### src/rtl/adc_pkg.sv
`default_nettype none
// ============================================================================
// Module      : adc_pkg
// Description : Shared types and constants for the ADC capture sequencer:
//               state encoding, default sample width and pair packing order.
// Revision    : 1.0 - initial release
// ============================================================================
package adc_pkg;

    // Default width of one ADC channel sample (two's complement)
    localparam int c_data_w_dflt = 12;

    // Output pair packing: 1 selects {b, a} (channel B in the upper half)
    localparam bit c_pack_b_high = 1'b1;

    // Capture sequencer states, explicitly encoded
    typedef enum logic [2:0] {
        ST_IDLE    = 3'd0,
        ST_ARMED   = 3'd1,
        ST_DELAY   = 3'd2,
        ST_CAPTURE = 3'd3,
        ST_FLUSH   = 3'd4
    } state_t;

endpackage
`default_nettype wire

### src/rtl/adc_win_accum.sv
`default_nettype none
// ============================================================================
// Module      : adc_win_accum
// Description : Per-channel window reducer. The window counter lives in the
//               parent; this block only sees first/last-of-window strobes.
//               With ADC_CAPTURE_AVG_EN defined it produces the floor mean of
//               the window one cycle after the window closes; otherwise it
//               returns the first sample of the window with no added latency.
// Revision    : 1.0 - initial release
// ============================================================================
module adc_win_accum #(
    parameter int DATA_W = 12,
    parameter int DEC_W  = 3
) (
    input  logic              clk,
    input  logic              rst,
    input  logic              en,
    input  logic              win_first,
    input  logic              win_last,
    input  logic [DEC_W-1:0]  shift,
    input  logic [DATA_W-1:0] sample,
    output logic              beat_valid,
    output logic [DATA_W-1:0] beat_data
);

`ifdef ADC_CAPTURE_AVG_EN
    // Enough headroom for 2^(2^DEC_W - 1) samples of DATA_W bits
    localparam int ACC_W = DATA_W + (1 << DEC_W) - 1;

    logic signed [ACC_W-1:0]  r_acc;
    logic signed [ACC_W-1:0]  w_sum;
    logic                     r_valid;
    logic        [DATA_W-1:0] r_mean;

    // Running sum restarts on the first sample of each window
    always_comb begin
        w_sum = (win_first ? ACC_W'(0) : r_acc) + ACC_W'(signed'(sample));
    end

    // Accumulate, and register the arithmetic-shift mean when the window closes
    always_ff @(posedge clk or posedge rst) begin
        if (rst) begin
            r_acc   <= '0;
            r_valid <= 1'b0;
            r_mean  <= '0;
        end else begin
            r_valid <= en & win_last;
            if (en) begin
                r_acc <= w_sum;
            end
            if (en & win_last) begin
                r_mean <= DATA_W'(w_sum >>> shift);
            end
        end
    end

    assign beat_valid = r_valid;
    assign beat_data  = r_mean;
`else
    logic [DATA_W-1:0] r_first;
    logic              w_unused_shift;

    // The window length does not affect plain decimation
    assign w_unused_shift = ^shift;

    // Hold the first sample of each window
    always_ff @(posedge clk or posedge rst) begin
        if (rst) begin
            r_first <= '0;
        end else if (en & win_first) begin
            r_first <= sample;
        end
    end

    // A one-sample window must forward the live sample, not the stale register
    assign beat_valid = en & win_last;
    assign beat_data  = win_first ? sample : r_first;
`endif

endmodule
`default_nettype wire

### src/rtl/adc_capture_ctrl.sv
`default_nettype none
// ============================================================================
// Module      : adc_capture_ctrl
// Description : Arm / trigger / delay / capture sequencer for the dual-channel
//               ADC stream. Emits a programmed number of decimated {b, a}
//               sample pairs through a single-entry valid/ready register.
//               Build option: ADC_CAPTURE_AVG_EN selects window averaging
//               (one extra cycle of beat latency) instead of first-sample
//               decimation.
// Revision    : 1.0 - initial release
// ============================================================================
module adc_capture_ctrl
    import adc_pkg::*;
#(
    parameter int DATA_W = c_data_w_dflt,
    parameter int LEN_W  = 16,
    parameter int DEC_W  = 3
) (
    input  logic                clk,
    input  logic                rst,
    input  logic                arm,
    input  logic                abort,
    input  logic                trig,
    input  logic [LEN_W-1:0]    cfg_delay,
    input  logic [LEN_W-1:0]    cfg_length,
    input  logic [DEC_W-1:0]    cfg_decim,
    input  logic [DATA_W-1:0]   a_data,
    input  logic [DATA_W-1:0]   b_data,
    output logic                m_valid,
    input  logic                m_ready,
    output logic [2*DATA_W-1:0] m_data,
    output logic                m_last,
    output logic                busy,
    output logic                done,
    output logic                overflow
);

    // Window counter must reach 2^(2^DEC_W - 1) - 1
    localparam int WIN_W = (1 << DEC_W) - 1;
    localparam logic [WIN_W-1:0] c_win_ones = '1;

    state_t              r_state;
    state_t              w_state_nxt;
    logic                r_trig_d;
    logic                w_trig_edge;
    logic [LEN_W-1:0]    r_delay;
    logic [LEN_W-1:0]    r_length;
    logic [DEC_W-1:0]    r_decim;
    logic [LEN_W-1:0]    r_dly_cnt;
    logic [LEN_W-1:0]    r_beat_cnt;
    logic [WIN_W-1:0]    r_win_cnt;
    logic [WIN_W-1:0]    w_win_mask;
    logic                w_win_first;
    logic                w_win_last;
    logic                w_capturing;
    logic                w_beat_valid;
    logic                w_unused_valid_b;
    logic [DATA_W-1:0]   w_beat_a;
    logic [DATA_W-1:0]   w_beat_b;
    logic [2*DATA_W-1:0] w_pair;
    logic                w_beat_evt;
    logic                w_beat_final;
    logic                w_hs;
    logic                w_load_ok;
    logic                w_arm_ok;
    logic                w_busy;
    logic                w_done_set;
    logic                r_valid;
    logic                r_last;
    logic [2*DATA_W-1:0] r_data;
    logic                r_done;
    logic                r_overflow;

    assign w_trig_edge  = trig & ~r_trig_d;
    assign w_win_mask   = c_win_ones >> (WIN_W - int'(r_decim));
    assign w_win_first  = (r_win_cnt == '0);
    assign w_win_last   = (r_win_cnt == w_win_mask);
    assign w_capturing  = (r_state == ST_CAPTURE);
    assign w_beat_evt   = w_capturing & w_beat_valid;
    assign w_beat_final = w_beat_evt & (r_beat_cnt == (r_length - LEN_W'(1)));
    assign w_hs         = r_valid & m_ready;
    assign w_load_ok    = ~r_valid | m_ready;
    assign w_arm_ok     = (r_state == ST_IDLE) & arm & ~abort;
    assign w_pair       = c_pack_b_high ? {w_beat_b, w_beat_a} : {w_beat_a, w_beat_b};

    adc_win_accum #(
        .DATA_W (DATA_W),
        .DEC_W  (DEC_W)
    ) u_accum_a (
        .clk        (clk),
        .rst        (rst),
        .en         (w_capturing),
        .win_first  (w_win_first),
        .win_last   (w_win_last),
        .shift      (r_decim),
        .sample     (a_data),
        .beat_valid (w_beat_valid),
        .beat_data  (w_beat_a)
    );

    adc_win_accum #(
        .DATA_W (DATA_W),
        .DEC_W  (DEC_W)
    ) u_accum_b (
        .clk        (clk),
        .rst        (rst),
        .en         (w_capturing),
        .win_first  (w_win_first),
        .win_last   (w_win_last),
        .shift      (r_decim),
        .sample     (b_data),
        .beat_valid (w_unused_valid_b),
        .beat_data  (w_beat_b)
    );

    // State register
    always_ff @(posedge clk or posedge rst) begin
        if (rst) begin
            r_state <= ST_IDLE;
        end else begin
            r_state <= w_state_nxt;
        end
    end

    // Next-state decode; abort overrides every other transition
    always_comb begin
        w_state_nxt = r_state;
        case (r_state)
            ST_IDLE: begin
                if (arm) begin
                    w_state_nxt = (cfg_length == '0) ? ST_IDLE : ST_ARMED;
                end
            end
            ST_ARMED: begin
                if (w_trig_edge) begin
                    w_state_nxt = (r_delay == '0) ? ST_CAPTURE : ST_DELAY;
                end
            end
            ST_DELAY: begin
                if (r_dly_cnt == '0) begin
                    w_state_nxt = ST_CAPTURE;
                end
            end
            ST_CAPTURE: begin
                if (w_beat_final) begin
                    w_state_nxt = ST_FLUSH;
                end
            end
            ST_FLUSH: begin
                if (w_hs) begin
                    w_state_nxt = ST_IDLE;
                end
            end
            default: w_state_nxt = ST_IDLE;
        endcase
        if (abort) begin
            w_state_nxt = ST_IDLE;
        end
    end

    // State-derived outputs: busy level and the completion strobe request
    always_comb begin
        w_busy     = (r_state != ST_IDLE);
        w_done_set = 1'b0;
        if (w_arm_ok && (cfg_length == '0)) begin
            w_done_set = 1'b1;
        end
        if (!abort && (r_state == ST_FLUSH) && w_hs) begin
            w_done_set = 1'b1;
        end
    end

    // Trigger history, configuration latch and delay/window/beat counters
    always_ff @(posedge clk or posedge rst) begin
        if (rst) begin
            r_trig_d   <= 1'b0;
            r_delay    <= '0;
            r_length   <= '0;
            r_decim    <= '0;
            r_dly_cnt  <= '0;
            r_beat_cnt <= '0;
            r_win_cnt  <= '0;
        end else begin
            r_trig_d <= trig;
            if (w_arm_ok) begin
                r_delay    <= cfg_delay;
                r_length   <= cfg_length;
                r_decim    <= cfg_decim;
                r_beat_cnt <= '0;
            end
            if ((r_state == ST_ARMED) && w_trig_edge) begin
                r_dly_cnt <= r_delay - LEN_W'(1);
            end else if (r_state == ST_DELAY) begin
                r_dly_cnt <= r_dly_cnt - LEN_W'(1);
            end
            if (w_capturing) begin
                r_win_cnt <= w_win_last ? '0 : r_win_cnt + WIN_W'(1);
            end else begin
                r_win_cnt <= '0;
            end
            if (w_beat_evt) begin
                r_beat_cnt <= r_beat_cnt + LEN_W'(1);
            end
        end
    end

    // Single-entry output register with drop detection and completion pulse
    always_ff @(posedge clk or posedge rst) begin
        if (rst) begin
            r_valid    <= 1'b0;
            r_last     <= 1'b0;
            r_data     <= '0;
            r_done     <= 1'b0;
            r_overflow <= 1'b0;
        end else begin
            r_done <= w_done_set;
            if (w_arm_ok) begin
                r_overflow <= 1'b0;
            end
            if (abort) begin
                r_valid <= 1'b0;
                r_last  <= 1'b0;
            end else if (w_beat_evt) begin
                if (w_load_ok) begin
                    r_valid <= 1'b1;
                    r_data  <= w_pair;
                    r_last  <= w_beat_final;
                end else begin
                    // Held beat stays put; if the dropped beat was the final
                    // one, the held beat becomes the end of the capture
                    r_overflow <= 1'b1;
                    if (w_beat_final) begin
                        r_last <= 1'b1;
                    end
                end
            end else if (w_hs) begin
                r_valid <= 1'b0;
                r_last  <= 1'b0;
            end
        end
    end

    assign m_valid  = r_valid;
    assign m_last   = r_last;
    assign m_data   = r_data;
    assign busy     = w_busy;
    assign done     = r_done;
    assign overflow = r_overflow;

endmodule
`default_nettype wire
### config.mk
export PLATFORM = sky130hd
export DESIGN_NAME = adc_capture_ctrl
export DESIGN_NICKNAME = d
export VERILOG_FILES = /design/src/rtl/adc_pkg.sv /design/src/rtl/adc_win_accum.sv /design/src/rtl/adc_capture_ctrl.sv
export SDC_FILE = /design/constraint.sdc
export NUM_CORES = 1
export LEC_CHECK = 0
export ABC_AREA = 0
export CAP_MARGIN = 20
export CORE_MARGIN = 2
export CORE_UTILIZATION = 47
export CTS_CLUSTER_SIZE = 12
export DETAILED_ROUTE_END_ITERATION = 8
export GPL_ROUTABILITY_DRIVEN = 0
export GPL_TIMING_DRIVEN = 0
export HOLD_SLACK_MARGIN = 0.12
export PLACE_DENSITY = 0.7
export SLEW_MARGIN = 5
export SYNTH_ARGS = -nofsm -noshare
export SYNTH_HDL_FRONTEND = slang
export SYNTH_HIERARCHICAL = 1
export SYNTH_SLANG_ARGS = --single-unit
### constraint.sdc
create_clock -name clk -period 6.15 [get_ports clk]
set_clock_uncertainty 0.2 [all_clocks]
set_input_delay 1.23 -clock clk [delete_from_list [all_inputs] [get_ports clk]]
set_output_delay 1.23 -clock clk [all_outputs]
set_load 0.1 [all_outputs]
# Yosys cells after proc, flatten, opt, wreduce, memory -nomap -nowiden
# Index checks and enable logic that the tools add are counted.
[op_classes] n_addsub=6 eq_ne=13 n_shift=1 muxes=31 n_bitwise=12 reduce_logical=18
[op_table] op="2-to-1 mux 16 bit" n=4
[op_table] op="logical NOT 16 bit" n=3
[op_table] op="subtractor 16 x 1 -> 16 bit (second input constant)" n=3
[op_table] op=">> shifter 7 x 32 -> 7 bit (first input constant)" n=1
[op_table] op="2-to-1 mux 12 bit" n=2
[op_table] op="2-to-1 mux 3 bit" n=6
[op_table] op="adder 16 x 1 -> 16 bit (second input constant)" n=1
[op_table] op="equality test 16 bit" n=1
[op_table] op="2-to-1 mux 1 bit" n=16
[op_table] op="inequality test 3 bit (second input constant)" n=5
[op_table] op="one-hot mux 3 bit (5 select lines)" n=1
[op_table] op="2-to-1 mux 7 bit" n=2
[op_table] op="AND 1 bit" n=8
[op_table] op="adder 7 x 1 -> 7 bit (second input constant)" n=1
[op_table] op="equality test 7 bit" n=1
[op_table] op="logical NOT 7 bit" n=1
[op_table] op="equality test 3 x 2 -> 1 bit (second input constant)" n=2
[op_table] op="nonzero test 3 bit" n=2
[op_table] op="AND reduction 5 bit" n=1
[op_table] op="logical AND 1 bit" n=4
[op_table] op="inequality test 4 x 2 -> 1 bit (second input constant)" n=1
[op_table] op="AND reduction 2 bit" n=2
[op_table] op="nonzero test 2 bit" n=2
[op_table] op="subtractor 3 x 3 -> 4 bit (first input constant)" n=1
[op_table] op="8 further kinds" n=10
[totals] register_bits=130 input_bits=65 out_inout_bits=29 elab_cells=96

# Depth between registers and ports, before layout
[depth] word_depth=10 mapped_depth=13 mapped_depth_nobuf=11

# By module
# The synthesis kept the hierarchy.
[by_module_without_submodules] mod="adc_capture_ctrl" n_inst=1 cells_per_inst=547 area_each_um2=5691.7 seq_area_each_um2=2652.5
[by_module_without_submodules] mod="adc_win_accum" n_inst=2 cells_per_inst=41 area_each_um2=643.1 seq_area_each_um2=300.3

# Worst setup path before layout
# OpenSTA, ideal clock, no wires.
[synth_timing] path_type="input -> register" startpoint="input trig" endpoint="register r_dly_cnt[12]" setup_ns=0.141 arrival_ns=3.566 required_ns=5.809 path_slack_ns=2.243 cell_stages=11 n_path_buf=2 path_cell_list="and3b_1 nand2_1 clkbuf_1 clkbuf_1 mux2i_1 ha_1 inv_1 a21o_1 nor4_1 xnor2_1 mux2i_1"
[synth_via] elab_chain_len=3 word_cells_on_any_way=4 cone_classes="1 x mux; 1 x bitwise; 2 x reduce/logical"
[synth_lines] item="start: declaration" line="adc_capture_ctrl.sv:23" source="input logic trig,"
[synth_lines] item="AND 1 bit (*)" line="adc_capture_ctrl.sv:74" source="assign w_trig_edge = trig & ~r_trig_d;"
[synth_lines] item="logical AND 1 bit (*)" line="adc_capture_ctrl.sv:191" source="if ((r_state == ST_ARMED) && w_trig_edge) begin"
[synth_lines] item="2-to-1 mux 16 bit / nonzero test 2 bit (equally long branches)"
[synth_lines] item="end signal: assignment" line="adc_capture_ctrl.sv:192" source="r_dly_cnt <= r_delay - LEN_W'(1);"
[synth_lines] item="end signal: assignment" line="adc_capture_ctrl.sv:194" source="r_dly_cnt <= r_dly_cnt - LEN_W'(1);"
[synth_lines] item="end: declaration" line="adc_capture_ctrl.sv:49" source="logic [LEN_W-1:0] r_dly_cnt;"
# Every way passes the cells marked *; elsewhere a longest branch is shown, timed or not.
# A chain may end at the register's enable or synchronous reset.

# Worst setup path after layout
# Ends and elaborated chain as after synthesis.

==> impl.org <==
** Run status
- Run status :: finished clean

** Route
- Wire segments on met2 add up to 7630 µm in the final route.
- Post-Route M1 WL :: 7470 µm
- Detailed-route via count :: ~5300
- Routed wire length :: between 15000 and 20000 µm
- After detailed routing, the number of remaining DRC violations is 0.
- Routed signal wires occupy layers up through met4.
- First-pass iteration count of the detailed router :: 5
- Once detail routing completed, the nets flagged for antenna violations numbered 0.
- For this block, the initial DRC count from the detailed router was 288.
- Via-per-instance ratio :: 5.67
- Met3 WL post-DR :: 831 µm
- In the final routed layout, each cell accounts on average for about 17 µm.

** Run
- Max-cap violations in this run came to 0.

** Timing
- Hold violation count in the final report :: 0
- Setup repair after global routing left no endpoint under its margin.
- Setup-violating endpoint count in the final report :: 0
- Summed over all failing endpoints, the final setup total negative slack is 0 ns.
- In the finished design, the share of the clock period the worst path needs comes to 76.9%.
- Slew headroom :: 29.5%
- At the pin with the least slew margin, the transition time is 1.05 ns.
- Final critical path time including I/O delays and setup :: between 4 and 5 ns
- Static timing analysis puts the maximum clock frequency at about 210 MHz.
- Max-slew violation count :: 0

** Global route
- Maximum number of pins on one net before global-route repair :: 66
- Antenna violations before repair :: 0
- Total overflow reported by the global router :: 0
- Gr usage total :: about a fifth
- Via count of the first global-routing pass :: 5497
- The first global-routing pass estimated roughly 27000 µm of wire.

** Setup path
- STA puts the critical path data arrival time at 4.80 ns.
- Worst R2R Path Depth :: 10
- In this run the critical register-to-register path is captured at m_data[5].
- Cell-by-cell trace of the critical path :: clkdlybuf4s50_1 -> and3b_1 -> nand2_1 -> clkbuf_1 -> clkbuf_1 -> mux2i_1 -> ha_1 -> inv_1 -> a21o_1 -> nor4_1 -> xnor2_1 -> mux2i_1
- The worst setup path is launched from a primary input.
- Of all nets on the critical path, the largest fanout is 10.
- Critical path endpoint category :: flip-flop
- Kind of cell adding the most delay to the critical path :: buffers and inverters
- Together, buffers and inverters on the worst path number 4.
- CP Depth :: 12
- Data on the critical path is required at its endpoint by around 6.2 ns.
- Slack of the worst reg-to-reg path :: 2.09 ns
- The critical path in this run is classified as in -> reg.
- The startpoint identified for the worst register-to-register timing path is r_win_cnt[2].
- Among all stages on the critical path, the largest delay is contributed by clkbuf_1.
- The largest single stage delay on the critical path is 0.59 ns.

** Power
- In this run the static leakage power is 3.75 nW.
- Ratio of total power to cell area :: 331 mW/mm²
- Worst-case vdd ir drop :: 194 µV

** Synthesis
- Mapped cell area :: 0.00697 mm²
- Synthesis produced a netlist whose cell count is 628.
- The number of nets handed over by synthesis was 698.
- Number of synthesis warnings :: 6
- Average size of a mapped cell :: 11.1 µm²

** CTS
- Number of H-tree levels :: 4
- After clock tree synthesis, the setup repair step added 0 buffers.
- Cell at the root of the clock tree :: clkbuf_16
- Hold-fix buffer count after cts :: 0
- Once the clock tree was built, the resizer swapped 0 gates to a different size.
- Clock-pin slew was measured on the worst setup and hold paths at 0.05 ns.
- Clk sinks :: 130
- For the worst-skew pair, the clock arrives at the later sink with an insertion delay of roughly 0.4 ns.
- Counting along the longest clock path gives a buffer depth of 2.
- Inserted Clock Buffers :: 17
- Clock tree from TritonCTS :: built

** Placed design
- The HPWL after detailed placement is 11600 µm.
- Total placed instance area :: 0.00817 mm²
- Port buffering added 92 buffers.

** Finish
- Cells fill roughly three fifths of the core in the end.
- Final design instance area without fill :: 0.00869 mm²
- Diode count :: 0
- In the final layout, flip-flops and latches occupy 0.00325 mm².
- Proportion of layout cells with a drive suffix above 1 :: 12.6%
- Summing all multi-input logic gate instances after layout gives between 0.003 and 0.004 mm².
- Area growth from synthesis to layout :: 24.6%
- The net count of the finished layout is 811.
- The filler cells instantiated in the layout total around 1200.

** Hold path
- Worst hold path class :: reg -> reg
- Hold path cells :: 1
- Endpoint, Worst Hold :: m_data[6]
- Worst min-delay path startpoint :: m_data[6]

** Floorplanning
- Once the floorplan was initialized, standard cells occupied between 40 and 50% of the core.
- The die covers 0.0158 mm².
- Placeable core region :: 0.0145 mm²
- After floorplanning, the core was divided into 44 placement rows.
- In this run the vertical extent of the chip is 126 µm.
- Width of the chip :: 126 µm
- During I/O placement, the number of pins put on the boundary was 94.
-- registers in the layout (all words and copies together) (netlist names) --
name and flops:
u_accum_a/r_first 12, r_state 3, r_trig_d 1, r_win_cnt 7
r_delay 16, r_dly_cnt 16, overflow 1, m_data 24
r_length 16, u_accum_b/r_first 12, r_beat_cnt 16, m_valid 1
r_decim 3, done 1, m_last 1
-- worst register-to-register path, cell delays in order (launching register included) --
cell and delay, ns:
dfrtp_1 0.35, clkbuf_1 0.18, or4b_1 0.53, a21oi_1 0.18, o21ai_1 0.10, a21oi_1 0.54
and2_1 0.28, nand2_1 0.10, nor3_1 0.71, buf_2 0.40, mux2_1 0.36
-- cell type report --
cell class	instances	area share [%]
plain buffers	27	1.47
clock buffers	22	5.34
clock inverters	9	0.662
inverters	12	0.547
multi-input cells	459	40.9
flip-flops and latches	130	37.4
well taps	184	2.65
repair buffers	94	11.0
-- stage by stage --
| stage | power, W | setup slack, ns | cells | hold WS (ns) |
|---|---|---|---|---|
| after floorplan | 0.00178 | 1.93 | 628 | 0.264 |
| after global placement | 0.00194 | 0.222 | 904 | 0.264 |
| after detailed placement | 0.00199 | 0.979 | 906 | 0.274 |
| after CTS | 0.00290 | 1.41 | 937 | 0.287 |
| after global routing | 0.00305 | 1.21 | 937 | 0.295 |
| final | 0.00288 | 1.42 | 937 | 0.287 |
-- worst max-delay path by stage --
stage | start | to | slack (ns)
finish | trig | r_dly_cnt[12] | 1.42
global route | trig | r_dly_cnt[12] | 1.21
CTS | trig | r_dly_cnt[12] | 1.41
detailed placement | trig | r_dly_cnt[12] | 0.98
global placement | rst | r_length[0] | 0.22
floorplan | rst | done | 1.93
-- where the power goes --
part / switching [W] / internal [W] / total [W]
sequential: 0.000207 / 0.00107 / 0.00128
combinational: 0.000326 / 0.000383 / 0.000709
clock: 0.000360 / 0.000531 / 0.000891
total: 0.000893 / 0.00199 / 0.00288
-- layout by cell type (no fill, tap or decap), types with 9 or more instances in the layout --
master,count
dfrtp_1,130
clkdlybuf4s50_1,92
mux2_1,59
nor2_1,41
nand2_1,39
mux2_2,28
xnor2_1,27
xor2_1,26
nand3_1,21
clkbuf_1,20
mux2_4,20
nor4_1,19
mux2i_1,18
a21oi_1,17
o21ai_1,17
clkbuf_16,17
nor3_1,16
nand4_1,13
inv_1,11
and3_1,9
-- routing by layer --
| layer | GRT usage [%] | vias up |
|---|---|---|
| met1 | 28.5 | 2634 |
| met2 | 34.7 | 157 |
| met3 | 4.97 | 14 |
| met5 | 0 | - |
| met4 | 5.56 | 0 |
| li1 | - | 2507 |
No activity file was read; power rests on OpenSTA's default activity.
